<file path="config.mk">
export PLATFORM = sky130hd
export DESIGN_NAME = decryption_demux
export DESIGN_NICKNAME = d
export VERILOG_FILES = /design/src/rtl/decryption_demux.sv
export SDC_FILE = /design/constraint.sdc
export NUM_CORES = 1
export LEC_CHECK = 0
export CORE_MARGIN = 2
export CORE_UTILIZATION = 30
export DETAILED_ROUTE_END_ITERATION = 8
export MAX_ROUTING_LAYER = met4
export PLACE_DENSITY = 0.48
export SLEW_MARGIN = 30
export SYNTH_ARGS = -nofsm -noshare
export SYNTH_HDL_FRONTEND = slang
export SYNTH_SLANG_ARGS = --single-unit
</file>
<file path="constraint.sdc">
create_clock -name clk -period 6.93 [get_ports clk]
set_input_delay 1.386 -clock clk [delete_from_list [all_inputs] [get_ports clk]]
set_output_delay 1.386 -clock clk [all_outputs]
set_load 0.01 [all_outputs]
</file>
<file path="src/rtl/decryption_demux.sv">
// Routes encrypted characters to the caesar/scytale/zigzag engines through a small in-order FIFO.
// Optional sticky drop flag on port overflow when DECRYPTION_DEMUX_OVERFLOW_EN is defined.
module decryption_demux #(
  parameter int unsigned D_WIDTH = 8,
  parameter int unsigned DEPTH   = 4
) (
  input  logic               clk,
  input  logic               rst_n,
  input  logic [D_WIDTH-1:0] data_i,
  input  logic               valid_i,
  input  logic [1:0]         select_i,
  output logic               busy,
`ifdef DECRYPTION_DEMUX_OVERFLOW_EN
  output logic               overflow,
`endif
  output logic [D_WIDTH-1:0] data0_o,
  output logic [D_WIDTH-1:0] data1_o,
  output logic [D_WIDTH-1:0] data2_o,
  output logic               valid0_o,
  output logic               valid1_o,
  output logic               valid2_o,
  input  logic               busy0_i,
  input  logic               busy1_i,
  input  logic               busy2_i
);

  localparam int unsigned PTR_W = (DEPTH > 1) ? $clog2(DEPTH) : 1;
  localparam int unsigned CNT_W = PTR_W + 1;

  typedef struct packed {
    logic [1:0]         sel;
    logic [D_WIDTH-1:0] data;
  } entry_t;

  entry_t             mem [DEPTH];
  logic [PTR_W-1:0]   rd_ptr;
  logic [PTR_W-1:0]   wr_ptr;
  logic [CNT_W-1:0]   count;
  logic [CNT_W-1:0]   count_next;

  entry_t             head;
  entry_t             in_ent;
  entry_t             emit_ent;
  logic               in_ok;
  logic               empty;
  logic               full;
  logic               pop;
  logic               bypass;
  logic               accept;
  logic               write;
  logic               emit;
  logic               drop;

  // Engine busy for a given target; the unused code 3 never reaches the FIFO.
  function automatic logic sel_busy(input logic [1:0] sel, input logic b0, input logic b1,
                                    input logic b2);
    logic r;
    r = 1'b1;
    case (sel)
      2'd0:    r = b0;
      2'd1:    r = b1;
      2'd2:    r = b2;
      default: r = 1'b1;
    endcase
    return r;
  endfunction

  // Accept / pop / bypass decision for the coming edge.
  always_comb begin
    head       = mem[rd_ptr];
    in_ent     = '{sel: select_i, data: data_i};
    empty      = (count == '0);
    full       = (count == CNT_W'(DEPTH));
    in_ok      = valid_i && (select_i != 2'd3);
    pop        = !empty && !sel_busy(head.sel, busy0_i, busy1_i, busy2_i);
    accept     = in_ok && (!full || pop);
    bypass     = empty && accept && !sel_busy(select_i, busy0_i, busy1_i, busy2_i);
    write      = accept && !bypass;
    emit       = pop || bypass;
    emit_ent   = pop ? head : in_ent;
    drop       = valid_i && !accept;
    count_next = count + CNT_W'(write) - CNT_W'(pop);
  end

  always_ff @(posedge clk or negedge rst_n) begin
    if (!rst_n) begin
      rd_ptr <= '0;
      wr_ptr <= '0;
      count  <= '0;
      busy   <= 1'b0;
    end else begin
      if (pop)   rd_ptr <= rd_ptr + PTR_W'(1);
      if (write) wr_ptr <= wr_ptr + PTR_W'(1);
      count <= count_next;
      busy  <= (count_next == CNT_W'(DEPTH));
    end
  end

  // Storage needs no reset: entries are only read once the count covers them.
  always_ff @(posedge clk) begin
    if (write) mem[wr_ptr] <= in_ent;
  end

  // Exactly one channel (or none) carries a character; idle channels read zero.
  always_ff @(posedge clk or negedge rst_n) begin
    if (!rst_n) begin
      valid0_o <= 1'b0;
      valid1_o <= 1'b0;
      valid2_o <= 1'b0;
      data0_o  <= '0;
      data1_o  <= '0;
      data2_o  <= '0;
    end else begin
      valid0_o <= emit && (emit_ent.sel == 2'd0);
      valid1_o <= emit && (emit_ent.sel == 2'd1);
      valid2_o <= emit && (emit_ent.sel == 2'd2);
      data0_o  <= (emit && (emit_ent.sel == 2'd0)) ? emit_ent.data : '0;
      data1_o  <= (emit && (emit_ent.sel == 2'd1)) ? emit_ent.data : '0;
      data2_o  <= (emit && (emit_ent.sel == 2'd2)) ? emit_ent.data : '0;
    end
  end

`ifdef DECRYPTION_DEMUX_OVERFLOW_EN
  always_ff @(posedge clk or negedge rst_n) begin
    if (!rst_n)    overflow <= 1'b0;
    else if (drop) overflow <= 1'b1;
  end
`else
  logic unused_drop;
  assign unused_drop = drop;
`endif

endmodule

</file>
==> out/qor.csv <==
stage,metric,value,unit
final_layout,fin area,3770,um2
placement,placed instance area,3580,um2
placement,IO Port Bufs,43,
cts,CTS tree,done,
worst_setup_path,WS Path Type,input pin to flop,
placement,RD Place Congestion,0.767,
routing,DRT Wirelength,5630,um
global_routing,global-route wire length before repair,9090,um
cts,clock latency on the worst-skew pair,0.34,ns
worst_setup_path,worst path required time,7.18,ns
sta,Tmin final,4.10,ns
flow_run,maxcap violations,0,
synthesis,Cells after Synth,191,
worst_setup_path,Critical R2R Launch,rd_ptr[0],
die,core area,9770,um2
routing,DR vias,1648,
power_and_ir_drop,Seq pwr share,44.1,%
global_routing,overall routing resource usage,11.3,%
synthesis,top_reg_cell synth,edfxtp_1,
synthesis,sequential-to-total area share from yosys stat,68.7,%
placement,hpwl dp,3980,um
die,IO Pins,44,
die,Die ar.,10900,um2
sta,Final Skew,0.00909,ns
worst_setup_path,Reg-to-Reg End,busy,
final_layout,area grow syn2layout,24.9,%
outcome,run status,completed,
power_and_ir_drop,total power,1.50,mW
die,Initial Utilization,30.9,%
routing,DRT antenna net count,0,
global_routing,pin count of the biggest net entering global routing,36,
routing,initial drt markers,43,
worst_setup_path,worst setup path endpoint,busy,
synthesis,Seq cells post-synth,75,
global_routing,vias in the first global route,1651,
synthesis,synthesized area per cell,15.8,um2
power_and_ir_drop,clock share of power,21.6,%
cts,setup bufs post-CTS,0,
global_routing,initial antenna violation count,0,
die,Rows,36,
worst_setup_path,CP endpoint kind,flop,
power_and_ir_drop,peak supply drop,99.4,uV
cts,CTS Buf Count,9,
routing,vias per cell,4.37,
worst_setup_path,Worst Setup SP,busy1_i,
sta,transition time of the tightest slew-check pin,0.866,ns
cts,Max Root-Sink Buffers,2,
synthesis,number of synthesized flops with an enable pin,40,
final_layout,Sequential cell area,2080,um2
sta,Fmax,0.244,GHz
final_layout,Fill cells,922,
power_and_ir_drop,P_int,1.01,mW
worst_setup_path,WP data arrival,4.35,ns
sta,Rel. slew slack,42.0,%
worst_setup_path,Crit Path Max Fanout,12,
synthesis,Yosys cell types,38,
power_and_ir_drop,switch share,32.5,%
routing,drt wl/cell,14.9,um
global_routing,grt ovf,0,
power_and_ir_drop,LEAKAGE,1.48,nW
worst_setup_path,r2r worst-path depth,11,
final_layout,"Core Util, Final",38.6,%
sta,Fin. Hold Viols,0,
cts,post_cts resized,0,
worst_hold_path,Hold Path Class,flop to flop,
power_and_ir_drop,Net Switching,487,uW
die,Die X,104,um
sta,Final Max Tran Viols,0,
cts,clock sinks,75,
sta,setup TNS,0,ns
cts,H-Tree Depth,3,
worst_setup_path,reg2reg setup slack,3.01,ns
synthesis,syn_nets,214,
power_and_ir_drop,Logic pwr share,34.3,%
final_layout,area of the multi-input gates,875,um2
routing,residual DRC count,0,
cts,clk slew on worst S/H paths,0.08,ns
power_and_ir_drop,P per Cell Area,397,nW/um2
cts,Hold Buf Count CTS,0,
synthesis,ys async rst share,46.7,%
final_layout,share of layout cells above drive strength 1,11.9,%
cts,root buf cell,clkbuf_8,
final_layout,final net count,262,
synthesis,"Cell Area, Synth",3020,um2
final_layout,n_diodes,0,
worst_setup_path,Critical Path Start Type,input pin,
sta,final setup violation count,0,
synthesis,Yosys Warn Count,0,
sta,unrepaired setup endpoints after global routing,false,
die,Die Y,104,um
sta,crit share post-route,59.1,%
routing,first-pass iteration count of the detailed router,4,
==> synthesized netlist by cell type, types with 2 or more instances <==
library cell	number	area (um2)
edfxtp_1	40	1200
dfrtp_1	35	876
nor2_1	26	97.6
nor3_1	11	55.1
inv_1	10	37.5
mux2i_1	10	100
mux4_2	7	158
ha_1	6	75.1
and2_1	4	25.0
xnor2_1	4	35.0
a21oi_1	3	15.0
mux4_1	3	78.8
o21ai_0	3	15.0
a31oi_1	2	12.5
buf_2	2	10.0
nand2_1	2	7.51
nor2b_1	2	12.5
==> flip-flops by register name, summed over array words and instances (netlist names) <==
signal    count
mem          40
data0_o       8
data1_o       8
data2_o       8
count         3
rd_ptr        2
wr_ptr        2
busy          1
valid0_o      1
valid1_o      1
valid2_o      1
==> cells by family after synthesis <==
logic type      share of synthesized area (%)
fa+ha+maj                                3.15
mux                                      12.0
simple gates                             8.12
flops                                    68.7
compound gates                           4.10
xor+xnor                                 1.45
buf+inv                                  2.44
==> how the worst min path moves through the flow <==
| stage | startpoint | slack (ns) | cells after the start | to |
|---|---|---|---|---|
| final | wr_ptr[1] | 0.61 | 1 | wr_ptr[1] |
| after global routing | wr_ptr[1] | 0.64 | 1 | wr_ptr[1] |
| after CTS | wr_ptr[1] | 0.61 | 1 | wr_ptr[1] |
| after detailed placement | wr_ptr[1] | 0.59 | 1 | wr_ptr[1] |
| after global placement | wr_ptr[1] | 0.58 | 1 | wr_ptr[1] |
| after floorplan | wr_ptr[1] | 0.53 | 1 | wr_ptr[1] |
==> power by group through the flow <==
stage	Clock [mW]	Combinational (mW)	Sequential (mW)
after floorplan	0	0.366	0.647
final	0.323	0.513	0.661
after detailed placement	0	0.524	0.673
after global routing	0.351	0.570	0.678
after CTS	0.332	0.525	0.665
after global placement	0	0.520	0.674
==> final cells by class <==
type / count / area share [%]
multi-input combinational: 100 / 23.2
tap: 133 / 4.41
clock buffer: 10 / 3.38
inverter: 10 / 0.995
clock inverter: 6 / 1.72
timing repair buffer: 43 / 11.3
sequential: 75 / 55.0
==> metal layers <==
layer  global-route usage, %  up-vias  routed length, um
li1                        -      796                  -
met1                    14.4      806               2650
met2                    17.3       36               2640
met3                    2.57       10                230
met4                    5.21        0                105
met5                       -        -                  0
==> through the flow <==
step,setup slack (ns),hold WS [ns],std cells
after floorplan,3.38,0.535,191
after global placement,2.19,0.582,361
after detailed placement,2.44,0.592,361
after CTS,2.81,0.610,377
after global routing,2.57,0.642,377
final,2.83,0.609,377
==> worst max-delay path, cell delays in order <==
cell,delay [ns]
clkdlybuf4s50_1,0.75
nor4_1,0.09
o21ai_0,0.16
o211ai_1,0.15
a41oi_4,0.32
inv_1,0.09
ha_1,0.28
inv_1,0.04
ha_1,0.18
fa_1,0.38
xnor2_1,0.17
xnor2_1,0.15
nor3b_1,0.20
==> cells in the final DEF (no fill, tap or decap), types with 2 or more instances in the layout <==
cell type | netlist | layout
a21oi_1 | 3 | 2
a31oi_1 | 2 | 2
and2_1 | 4 | 4
clkbuf_8 | 0 | 9
clkdlybuf4s50_1 | 0 | 42
clkinv_2 | 0 | 2
dfrtp_1 | 35 | 35
edfxtp_1 | 40 | 40
ha_1 | 6 | 6
inv_1 | 10 | 10
mux2i_1 | 10 | 10
mux4_1 | 3 | 3
mux4_2 | 7 | 7
nand2_1 | 2 | 2
nor2_1 | 26 | 26
nor2b_1 | 2 | 2
nor3_1 | 11 | 11
o21ai_0 | 3 | 3
xnor2_1 | 4 | 4
(Power assumes the default switching activity.)
